===== src/rtl/numlock_access_ctrl_if.sv =====
// Signal bundle between the pushbuttons, the number-lock FSM and the access controller.
// The controller takes the slave view; the button/lock side takes the master view.
interface numlock_access_ctrl_if;
    logic       btn_u;
    logic       btn_z;
    logic [3:0] lock_q;
    logic       lock_unlock;
    logic       lock_u;
    logic       lock_z;
    logic       lock_rst;
    logic       door_open;
    logic       locked_out;
    logic [2:0] fail_count;
    logic [2:0] ctrl_state;

    modport master (
        output btn_u, btn_z, lock_q, lock_unlock,
        input  lock_u, lock_z, lock_rst, door_open, locked_out, fail_count, ctrl_state
    );

    modport slave (
        input  btn_u, btn_z, lock_q, lock_unlock,
        output lock_u, lock_z, lock_rst, door_open, locked_out, fail_count, ctrl_state
    );
endinterface


===== src/rtl/numlock_access_ctrl.sv =====
// Supervisory controller for the number lock: gates the U/Z buttons into the lock,
// counts consecutive failed entries and enforces a timed lockout after too many.
module numlock_access_ctrl #(
    parameter logic [3:0]  INITIAL_CODE = 4'b0000,
    parameter logic [3:0]  BAD_CODE     = 4'b1010,
    parameter int unsigned MAX_FAILS    = 3,
    parameter int unsigned ATTEMPT_TO   = 1000,
    parameter int unsigned LOCKOUT_CYC  = 5000
) (
    input logic                  clk,
    input logic                  rst,
    numlock_access_ctrl_if.slave bus
);

    localparam int unsigned AtW = (ATTEMPT_TO > 1) ? $clog2(ATTEMPT_TO) : 1;
    localparam int unsigned LoW = (LOCKOUT_CYC > 1) ? $clog2(LOCKOUT_CYC) : 1;

    localparam logic [AtW-1:0] AtLast  = AtW'(ATTEMPT_TO - 1);
    localparam logic [LoW-1:0] LoLast  = LoW'(LOCKOUT_CYC - 1);
    localparam logic [2:0]     FailMax = 3'(MAX_FAILS);

    typedef enum logic [2:0] {
        StReady   = 3'd0,
        StAttempt = 3'd1,
        StFailed  = 3'd2,
        StLockout = 3'd3,
        StOpen    = 3'd4,
        StWaitRel = 3'd5
    } state_e;

    state_e         state_q, state_d;
    logic [AtW-1:0] at_cnt_q, at_cnt_d;
    logic [LoW-1:0] lo_cnt_q, lo_cnt_d;
    logic [2:0]     fail_q, fail_d;
    logic [1:0]     btn_prev_q;

    logic       activity;
    logic       lock_idle;
    logic [2:0] fail_inc;
    logic       mask;

    assign activity  = {bus.btn_u, bus.btn_z} != btn_prev_q;
    assign lock_idle = (bus.lock_q == INITIAL_CODE);
    // Saturating increment so the count can never pass the lockout threshold
    assign fail_inc  = (fail_q >= FailMax) ? FailMax : fail_q + 3'd1;

    // State, timers, failure count and previous-button register
    always_ff @(posedge clk or posedge rst) begin
        if (rst) begin
            state_q    <= StReady;
            at_cnt_q   <= '0;
            lo_cnt_q   <= '0;
            fail_q     <= '0;
            btn_prev_q <= 2'b00;
        end else begin
            state_q    <= state_d;
            at_cnt_q   <= at_cnt_d;
            lo_cnt_q   <= lo_cnt_d;
            fail_q     <= fail_d;
            btn_prev_q <= {bus.btn_u, bus.btn_z};
        end
    end

    // Next-state, timer and failure-count logic
    always_comb begin
        state_d  = state_q;
        at_cnt_d = at_cnt_q;
        lo_cnt_d = lo_cnt_q;
        fail_d   = fail_q;
        case (state_q)
            StReady: begin
                if (!lock_idle) begin
                    state_d  = StAttempt;
                    at_cnt_d = '0;
                end
            end
            StAttempt: begin
                // Unlock beats a simultaneous BAD/timeout; BAD and timeout count once
                if (bus.lock_unlock) begin
                    state_d = StOpen;
                    fail_d  = '0;
                end else if (bus.lock_q == BAD_CODE || at_cnt_q == AtLast) begin
                    state_d = StFailed;
                end else if (lock_idle) begin
                    state_d = StReady;
                end else if (activity) begin
                    at_cnt_d = '0;
                end else if (at_cnt_q != AtLast) begin
                    at_cnt_d = at_cnt_q + AtW'(1);
                end
            end
            StFailed: begin
                fail_d = fail_inc;
                if (fail_inc == FailMax) begin
                    state_d  = StLockout;
                    lo_cnt_d = '0;
                end else begin
                    state_d = StWaitRel;
                end
            end
            StLockout: begin
                if (lo_cnt_q == LoLast) begin
                    state_d = StWaitRel;
                    fail_d  = '0;
                end else begin
                    lo_cnt_d = lo_cnt_q + LoW'(1);
                end
            end
            StOpen: begin
                if (!bus.lock_unlock) begin
                    state_d = StWaitRel;
                end
            end
            StWaitRel: begin
                if (!bus.btn_u && !bus.btn_z && lock_idle) begin
                    state_d = StReady;
                end
            end
            default: state_d = StReady;
        endcase
    end

    // Buttons are blocked whenever the lock is being reset, is open or awaits release
    assign mask = (state_q == StFailed) || (state_q == StLockout) ||
                  (state_q == StOpen)   || (state_q == StWaitRel);

    assign bus.lock_u     = bus.btn_u & ~mask;
    assign bus.lock_z     = bus.btn_z & ~mask;
    assign bus.lock_rst   = (state_q == StFailed) || (state_q == StLockout);
    assign bus.door_open  = (state_q == StOpen);
    assign bus.locked_out = (state_q == StLockout);
    assign bus.fail_count = fail_q;
    assign bus.ctrl_state = state_q;

endmodule


===== src/flat_wrapper.sv =====
// flat-port wrapper written by rule: the top's interface ports become plain ports
module numlock_access_ctrl_flat 
#(
    parameter logic [3:0]  INITIAL_CODE = 4'b0000,
    parameter logic [3:0]  BAD_CODE     = 4'b1010,
    parameter int unsigned MAX_FAILS    = 3,
    parameter int unsigned ATTEMPT_TO   = 1000,
    parameter int unsigned LOCKOUT_CYC  = 5000
)
  (clk, rst, bus_btn_u, bus_btn_z, bus_lock_q, bus_lock_unlock, bus_lock_u, bus_lock_z, bus_lock_rst, bus_door_open, bus_locked_out, bus_fail_count, bus_ctrl_state);
  numlock_access_ctrl_if bus_i ();
  input logic clk;
  input logic rst;
  input wire logic [$bits(bus_i.btn_u)-1:0] bus_btn_u;
  input wire logic [$bits(bus_i.btn_z)-1:0] bus_btn_z;
  input wire logic [$bits(bus_i.lock_q)-1:0] bus_lock_q;
  input wire logic [$bits(bus_i.lock_unlock)-1:0] bus_lock_unlock;
  output wire logic [$bits(bus_i.lock_u)-1:0] bus_lock_u;
  output wire logic [$bits(bus_i.lock_z)-1:0] bus_lock_z;
  output wire logic [$bits(bus_i.lock_rst)-1:0] bus_lock_rst;
  output wire logic [$bits(bus_i.door_open)-1:0] bus_door_open;
  output wire logic [$bits(bus_i.locked_out)-1:0] bus_locked_out;
  output wire logic [$bits(bus_i.fail_count)-1:0] bus_fail_count;
  output wire logic [$bits(bus_i.ctrl_state)-1:0] bus_ctrl_state;
  assign bus_i.btn_u = bus_btn_u;
  assign bus_i.btn_z = bus_btn_z;
  assign bus_i.lock_q = bus_lock_q;
  assign bus_i.lock_unlock = bus_lock_unlock;
  assign bus_lock_u = bus_i.lock_u;
  assign bus_lock_z = bus_i.lock_z;
  assign bus_lock_rst = bus_i.lock_rst;
  assign bus_door_open = bus_i.door_open;
  assign bus_locked_out = bus_i.locked_out;
  assign bus_fail_count = bus_i.fail_count;
  assign bus_ctrl_state = bus_i.ctrl_state;
  numlock_access_ctrl #(.INITIAL_CODE(INITIAL_CODE), .BAD_CODE(BAD_CODE), .MAX_FAILS(MAX_FAILS), .ATTEMPT_TO(ATTEMPT_TO), .LOCKOUT_CYC(LOCKOUT_CYC)) u_core (.clk(clk), .rst(rst), .bus(bus_i));
endmodule

===== config.mk =====
export PLATFORM = sky130hd
export DESIGN_NAME = numlock_access_ctrl_flat
export DESIGN_NICKNAME = d
export VERILOG_FILES = /design/src/rtl/numlock_access_ctrl_if.sv /design/src/rtl/numlock_access_ctrl.sv /design/src/flat_wrapper.sv
export SDC_FILE = /design/constraint.sdc
export NUM_CORES = 1
export LEC_CHECK = 0
export ABC_AREA = 0
export BUFFER_PORTS_ARGS = -buffer_cell sky130_fd_sc_hd__buf_2
export CORE_UTILIZATION = 58
export DETAILED_ROUTE_END_ITERATION = 16
export GPL_TIMING_DRIVEN = 0
export PLACE_DENSITY = 0.86
export REMOVE_ABC_BUFFERS = 1
export SLEW_MARGIN = 30
export SYNTH_ARGS = -nofsm -noshare
export SYNTH_HDL_FRONTEND = slang
export SYNTH_SLANG_ARGS = --single-unit

===== constraint.sdc =====
create_clock -name clk -period 2.36 [get_ports clk]
set_clock_uncertainty 0.1 [all_clocks]
set_input_delay 0.708 -clock clk [delete_from_list [all_inputs] [get_ports clk]]
set_output_delay 0.708 -clock clk [all_outputs]
set_load 0.05 [all_outputs]

After elaboration in Yosys (flattened, before gate mapping)
Cells that the tools add are included.
{"block": "word_totals", "register_bits": 31, "input_bits": 9, "output_inout_bits": 11, "wordCells": 75}
{"block": "op_classes", "n_addsub": 3, "order_cmp": 1, "n_eq_ne": 23, "muxes": 23, "n_bitwise": 3, "reduce_logical": 17}
{"op": "two-way mux 10 bit", "count": 6}
{"op": "two-way mux 3 bit", "count": 11}
{"op": "two-way mux 13 bit", "count": 2}
{"op": "one-hot mux 13 bit (2 select lines)", "count": 1}
{"op": "one-hot mux 10 bit (2 select lines)", "count": 1}
{"op": "one-hot mux 3 bit (6 select lines)", "count": 1}
{"op": "inequality test 2 bit, second input constant", "count": 7}
{"op": "adder 13 x 1 -> 13 bit, second input constant", "count": 1}
{"op": "== test 13 bit, second input constant", "count": 1}
{"op": "adder 10 x 1 -> 10 bit, second input constant", "count": 1}
{"op": "== test 10 bit, second input constant", "count": 1}
{"op": "inequality test 10 bit, second input constant", "count": 1}
{"op": "== test 3 x 2 -> 1 bit, second input constant", "count": 3}
{"op": "one-hot mux 3 bit (3 select lines)", "count": 1}
{"op": "== test 3 bit, second input constant", "count": 2}
{"op": "inequality test 2 x 1 -> 1 bit, second input constant", "count": 3}
{"op": "AND reduction 3 bit", "count": 2}
{"op": "AND reduction 6 bit", "count": 1}
{"op": "AND reduction 5 bit", "count": 1}
{"op": "== test 4 bit, second input constant", "count": 1}
{"op": "logical NOT 4 bit", "count": 1}
{"op": "logical OR 1 bit", "count": 4}
{"op": "inequality test 4 x 2 -> 1 bit, second input constant", "count": 1}
{"op": "nonzero test 2 bit", "count": 2}
{"op": "11 further kinds", "count": 14}

Logic depth before layout (Yosys ltp)
Gate-level depths: netlist (run 1).
{"block": "depth", "ltp_word": 7, "ltp_mapped": 8, "ltp_nobuf": 6}

Least setup slack after synthesis (run 1)
Ideal clock, no wire load.
{"block": "synth_path", "path_kind": "register to output", "from": "register u_core.state_q[2], in the netlist u_core.bus.ctrl_state[2]", "to": "output port bus_lock_u", "arrival_time_ps": 2052, "t_required_ps": 1552, "slack_ps": -500, "stages_incl_launch_ff": 5, "n_path_buf": 1, "cell_sequence": "dfrtp_1 -> clkbuf_1 -> inv_1 -> ha_1 -> nor2b_1"}
{"block": "synth_via", "elab_chain_cells": 6}
{"item": "start: declaration", "line_no": "numlock_access_ctrl.sv:31", "source": "state_e state_q, state_d;"}
{"item": "start signal: assignment", "line_no": "numlock_access_ctrl.sv:50", "source": "state_q <= StReady;"}
{"item": "start signal: assignment", "line_no": "numlock_access_ctrl.sv:56", "source": "state_q <= state_d;"}
{"item": "== test 3 x 2 -> 1 bit", "line_no": "numlock_access_ctrl.sv:124", "source": "assign mask = (state_q == StFailed) || (state_q == StLockout) ||"}
{"item": "logical OR 1 bit (2 in a row)", "line_no": "numlock_access_ctrl.sv:124"}
{"item": "logical OR 1 bit (*)", "line_no": "numlock_access_ctrl.sv:125", "source": "(state_q == StOpen) || (state_q == StWaitRel);"}
{"item": "inverter 1 bit (*)", "line_no": "numlock_access_ctrl.sv:127", "source": "assign bus.lock_u = bus.btn_u & ~mask;"}
{"item": "bitwise AND 1 bit (*)", "line_no": "numlock_access_ctrl.sv:127"}
{"item": "end: declaration", "line_no": "flat_wrapper.sv:18", "source": "output wire logic [$bits(bus_i.lock_u)-1:0] bus_lock_u;"}
Mark *: on every way between the ends. The rest lies on a longest branch, timed or not.

Worst setup path in the final report (run 1)
{"block": "layout_path", "from": "register u_core.state_q[0], in the netlist u_core.bus.ctrl_state[0]", "to": "output port bus_door_open"}
{"block": "layout_via", "elab_chain_cells": 1}
{"item": "== test 3 bit", "line_no": "numlock_access_ctrl.sv:130", "source": "assign bus.door_open = (state_q == StOpen);"}
{"item": "end: declaration", "line_no": "flat_wrapper.sv:21", "source": "output wire logic [$bits(bus_i.door_open)-1:0] bus_door_open;"}
No other way between the ends.

==> results.toml, run 1 <==
[sta]
layout_setup_ws_ps = 71.0
post-route-min-period_ps = 2290
hold_viol_final = 0
fin_crit_sh_pct = 97.0
holdWs_ps = 337
fmax_mhz = 437
tightest_slew_ps = 632
slew-limit-headroom_pct = 57.8
fin_tns_setup_ps = 0
finalSetupViolations = 0
final_max_slew_viol_count = 0

[floorplanning]
num_rows = 20
die_w_um = 59.2
initial_core_util_pct = 61.7
die_h_um = 59.2
die-area_um2 = 3510
core_region_area_um2 = 3080
io_pins = 20

[routing]
drtAntennaViolNets = 0
vias = 1642
drt_iter0_drc = 97
wl_per_cell_um = 14.9
finalWirelength_um = 4070
drc = 0
drt-pass1-iter-count = 4
viasPerCell = 5.99

[pwr]
p_clk_share_pct = 22.6
seqPwrFrac_pct = 39.7
swShare_pct = 39.7
pwr-share-comb_pct = 37.7
finalPower_mw = 1.58
p_sw_uw = 628
powerDensity_nw_per_um2 = 734
p_leak_nw = 0.983
worst_ir_drop_vdd_mv = 0.598
intPower_uw = 955

[global_route]
grt_pass1_wl_um = 6240
overflow = 0
grt_use_total_pct = 23.7
grt_max_degree = 32
grt_pass1_vias = 1423
grt_antenna_before_repair = 0

[setup_path]
crit_type = "flop to primary output"
critPathArrivalTime_ps = 1480
cp_top_family = "flip-flops"
worstPathRequired_ps = 1550
cp_max_fo = 12
crit_chain = "nand2b_1, nor2_1, buf_4"
slowest_stage = "dfrtp_2"
ff2ff_setup_slack_ps = 110
critPathLaunchType = "flop"
crit_path_max_incr_delay_ps = 520
crit_path_end_kind = "primary output"
critPathBufInv = 1

[yosys]
synth_edf_count = 0
synthCells = 206
ys.flop_type = "dfrtp_1"
synth_warnings = 0
synth.cell_area_um2 = 1900
ys_seq_area_share_pct = 40.8
ys_ff_latch = 31
synth_async_sr_flop_share_pct = 100
synth_cell_types = 50
avgSynthCellArea_um2 = 9.22

[placed_design]
io_buffer_count = 19
hpwlAfterDp_um = 2530
dp_slack_ps = -466
place.gp.congestion = 0.824

[clock_tree]
h-tree-depth = 2
cts.sinks = 31
clock-root-buffer = "clkbuf_4"
clockBufferDepth = 2
worstSkewPairLatency_ps = 340
cts_hold_buf = 0
clk_pin_slew_ps = 100
numCtsBuffers = 5
cts_tree = "done"

[min_path]
min_path_type = "primary input to async pin"

[outcome]
status = "completed"

[flow_run]
cap_viol_max_count = 0

[cells_and_area]
diodes = 0
drive_above_1_share_pct = 20.0
fin_nets = 244
area_growth_pct = 13.6
utilization_pct = 70.1
power by group through the flow:
stage | logic, mW | clock network (mW) | registers, mW
3_3_place_gp | 0.474 | 0 | 0.642
6_report | 0.596 | 0.358 | 0.629
5_1_grt | 0.642 | 0.387 | 0.633
3_5_place_dp | 0.479 | 0 | 0.643
2_1_floorplan | 0.309 | 0 | 0.700
4_1_cts | 0.537 | 0.369 | 0.619
layout make-up:
| cell class | instances | area (um2) |
|---|---|---|
| Sequential cell | 31 | 779 |
| Clock buffer | 8 | 68.8 |
| Inverter | 4 | 15.0 |
| Timing Repair Buffer | 24 | 144 |
| Multi-Input combinational cell | 163 | 1090 |
| Tap cell | 44 | 55.1 |
| Fill cell | 237 | 921 |
cells in the final DEF (no fill, tap or decap), drive strengths merged, types with 2 or more instances in the layout:
cell type,instances
dfrtp,31
nand2b,7
and4,3
buf,24
o21ai,13
clkbuf,8
a2111oi,2
inv,4
a31oi,3
nor2b,3
nor2,22
and3,5
nor4bb,2
or4,3
nand3,18
ha,6
a22o,3
xor2,12
nand4,8
a21oi,3
o31ai,4
nor4,4
nand2,19
and2,5
logic make-up after synthesis:
group | Yosys count | synth area share [%]
buf+inv | 12 | 3.29
simple gates | 105 | 31.6
mux | 1 | 0.527
fa+ha+maj | 6 | 3.95
xor+xnor | 13 | 5.99
compound gates | 38 | 13.8
flops | 31 | 40.8
repair_timing:
action,in CTS,in global routing
resized for setup,4,9
endpoints found under the hold margin,0,0
endpoints found under the setup margin,12,8
buffers inserted,5,0
final timing paths:
check	start	end	depth (start not counted)
setup / recovery	u_core.bus.ctrl_state[0]	bus_door_open	3
setup reg to reg	u_core.bus.ctrl_state[1]	u_core.at_cnt_q[5]	5
max in group asynchronous	rst	u_core.bus.ctrl_state[1]	2
hold reg to reg	u_core.at_cnt_q[9]	u_core.at_cnt_q[9]	1
hold / removal	rst	u_core.lo_cnt_q[5]	2
min in group clk	u_core.at_cnt_q[9]	u_core.at_cnt_q[9]	1
layer usage:
metal	up-vias	GRT usage (%)	part of all wire (%)
met1	782	31.3	45
li1	802	-	-
met2	43	36.9	48
met5	-	0	0
met3	15	5.68	4.1
met4	0	10.5	3.2
sequential cells by signal, indices dropped and copies added (netlist names):
register	cells
u_core.at_cnt_q	10
u_core.btn_prev_q	2
u_core.bus.ctrl_state	3
u_core.bus.fail_count	3
u_core.lo_cnt_q	13
cell usage after synthesis (2+ instances only):
cell	count	area share (%)
a2111oi_0	2	0.92
a21oi_1	3	0.79
a22o_1	3	1.4
a31oi_1	3	0.99
and2_1	4	1.3
and3_1	5	1.6
and4_1	3	1.4
buf_6	2	1.2
clkbuf_1	4	0.79
dfrtp_1	31	41
ha_1	6	4.0
inv_1	4	0.79
nand2_1	19	3.8
nand2b_1	6	2.0
nand3_1	17	4.5
nand4_1	7	2.3
nor2_1	22	4.3
nor2b_1	3	0.99
nor4_2	3	2.0
nor4bb_1	2	1.1
o21ai_0	12	3.2
o31ai_1	4	1.6
or4_1	3	1.2
xor2_1	12	5.5
worst register-to-register path, cell delays in order, from the launching register on:
cell and delay (ps):
dfrtp_2 450, buf_4 180, a311oi_1 400, a31oi_4 250, nand2b_1 330, o41ai_1 420
metrics by stage:
| stage | cells | cell area (um2) |
|---|---|---|
| after global routing | 274 | 2160 |
| after global placement | 261 | 2000 |
| after floorplan | 198 | 1850 |
| final | 274 | 2160 |
| after CTS | 274 | 2120 |
| after detailed placement | 261 | 2000 |
Note: power is estimated with default switching activity, not from simulation.
==> inputs of run 2 (changes only) <==
==> constraint.sdc (replaced) <==
create_clock -name clk -period 2.36 [get_ports clk]
set_clock_uncertainty 0.1 [all_clocks]
set_input_delay 0.59 -clock clk [delete_from_list [all_inputs] [get_ports clk]]
set_output_delay 0.59 -clock clk [all_outputs]
set_load 0.05 [all_outputs]
==> results.toml, run 2 (synthesis gave the netlist of run 1 again) <==
[cells_and_area]
multi_input_area_um2 = 1080
register_area_um2 = 778
top_regs = "u_core.lo_cnt_q (13), u_core.at_cnt_q (10)"
utilization_pct = 70.0
regMostFlops = "u_core.lo_cnt_q"
area_growth_pct = 13.4
fin_nets = 246
diodes = 0
layout.cells.non_filler = 276
drive_above_1_share_pct = 19.4
final_common_cell = "dfrtp_1"
fillCellCount = 244
layout_common_cells = "dfrtp_1, nor2_1, nand2_1"
largest_reg_flops = 13

[sta]
fmax_mhz = 437
finalSetupViolations = 0
final_max_slew_viol_count = 0
holdWs_ps = 220
fin_tns_setup_ps = 0
hold_viol_final = 0
rsz0062_at_grt = "true"
tightest_slew_ps = 626
slew-limit-headroom_pct = 58.2
post-route-min-period_ps = 2290
layout_setup_ws_ps = 70.3
fin_crit_sh_pct = 97.0

[clock_tree]
h-tree-depth = 2
clockBufferDepth = 2
clock-root-buffer = "clkbuf_4"
worstSkewPairLatency_ps = 340
clk_pin_slew_ps = 100
numCtsBuffers = 5
cts_tree = "done"
cts.sinks = 31

[setup_path]
crit_path_end_kind = "primary output"
crit_type = "flop to primary output"
cp_max_fo = 12
critPathLaunchType = "flop"
critPathArrivalTime_ps = 1600
ff2ff_path_depth = 5
worstPathRequired_ps = 1670

[min_path]
min_path_type = "primary input to async pin"

[routing]
drtAntennaViolNets = 0
drt_iter0_drc = 75
drt-pass1-iter-count = 4
drc = 0
wl_per_cell_um = 14.3
finalWirelength_um = 3950
viasPerCell = 5.84
vias = 1613

[pwr]
worst_ir_drop_vdd_mv = 0.591
powerDensity_nw_per_um2 = 722
p_leak_nw = 0.992

[placed_design]
io_buffer_count = 19
place.gp.congestion = 0.824
hpwlAfterDp_um = 2530
dp_slack_ps = -348
dp.cells = 261

[flow_run]
cap_viol_max_count = 0

[floorplanning]
initial_core_util_pct = 61.7
io_pins = 20
die-area_um2 = 3510
die_h_um = 59.2
core_region_area_um2 = 3080
die_w_um = 59.2
num_rows = 20

[outcome]
status = "completed"

[global_route]
grt_use_total_pct = 23.4
overflow = 0
grt_pass1_wl_um = 6170
grt_max_degree = 32
grt_pass1_vias = 1410
grt_antenna_before_repair = 0
run 2: worst paths after layout:
check	slack (ps)	end	startpoint
hold reg to reg	410	u_core.at_cnt_q[9]	u_core.at_cnt_q[9]
setup / recovery	70	bus_door_open	u_core.bus.ctrl_state[0]
min in group clk	310	u_core.btn_prev_q[1]	bus_btn_u
setup reg to reg	140	u_core.at_cnt_q[5]	u_core.bus.ctrl_state[1]
max in group asynchronous	1500	u_core.bus.ctrl_state[1]	rst
hold / removal	220	u_core.lo_cnt_q[8]	rst
run 2: critical path, cell delays in order, from the launching register on:
cell and delay, ps:
dfrtp_1 540, nand2b_1 250, nor2_1 170, buf_2 300
run 2: timing repair:
item | in CTS | in global routing
hold endpoints to repair | 0 | 0
setup buffers | 4 | 3
resized for setup | 3 | 5
hold buffers | 0 | 0
setup endpoints to repair | 3 | 4
run 2: report_power, final:
part / internal [mW] / switching [mW] / leakage [nW]
Combinational: 0.204 / 0.361 / 0.532
Sequential: 0.562 / 0.0700 / 0.422
Clock: 0.175 / 0.183 / 0.0386
run 2: stage by stage:
step | power (mW) | area [um2]
2_1_floorplan | 1.01 | 1850
3_3_place_gp | 1.12 | 2000
3_5_place_dp | 1.12 | 2000
4_1_cts | 1.49 | 2110
5_1_grt | 1.64 | 2150
6_report | 1.55 | 2150
run 2: final cells by class:
type	instances	share of cell area [%]
clock buffers	8	3.19
inverters	4	0.697
multi-input cells	163	50.3
flip-flops and latches	31	36.1
well taps	44	2.56
repair buffers	26	7.08
run 2: routing by layer:
metal	up-vias	global-route usage [%]	part of all wire, %
li1	808	-	-
met2	29	37.1	49
met4	0	9.52	1.6
met3	10	5.46	3.1
met5	-	0	0
met1	766	30.8	46
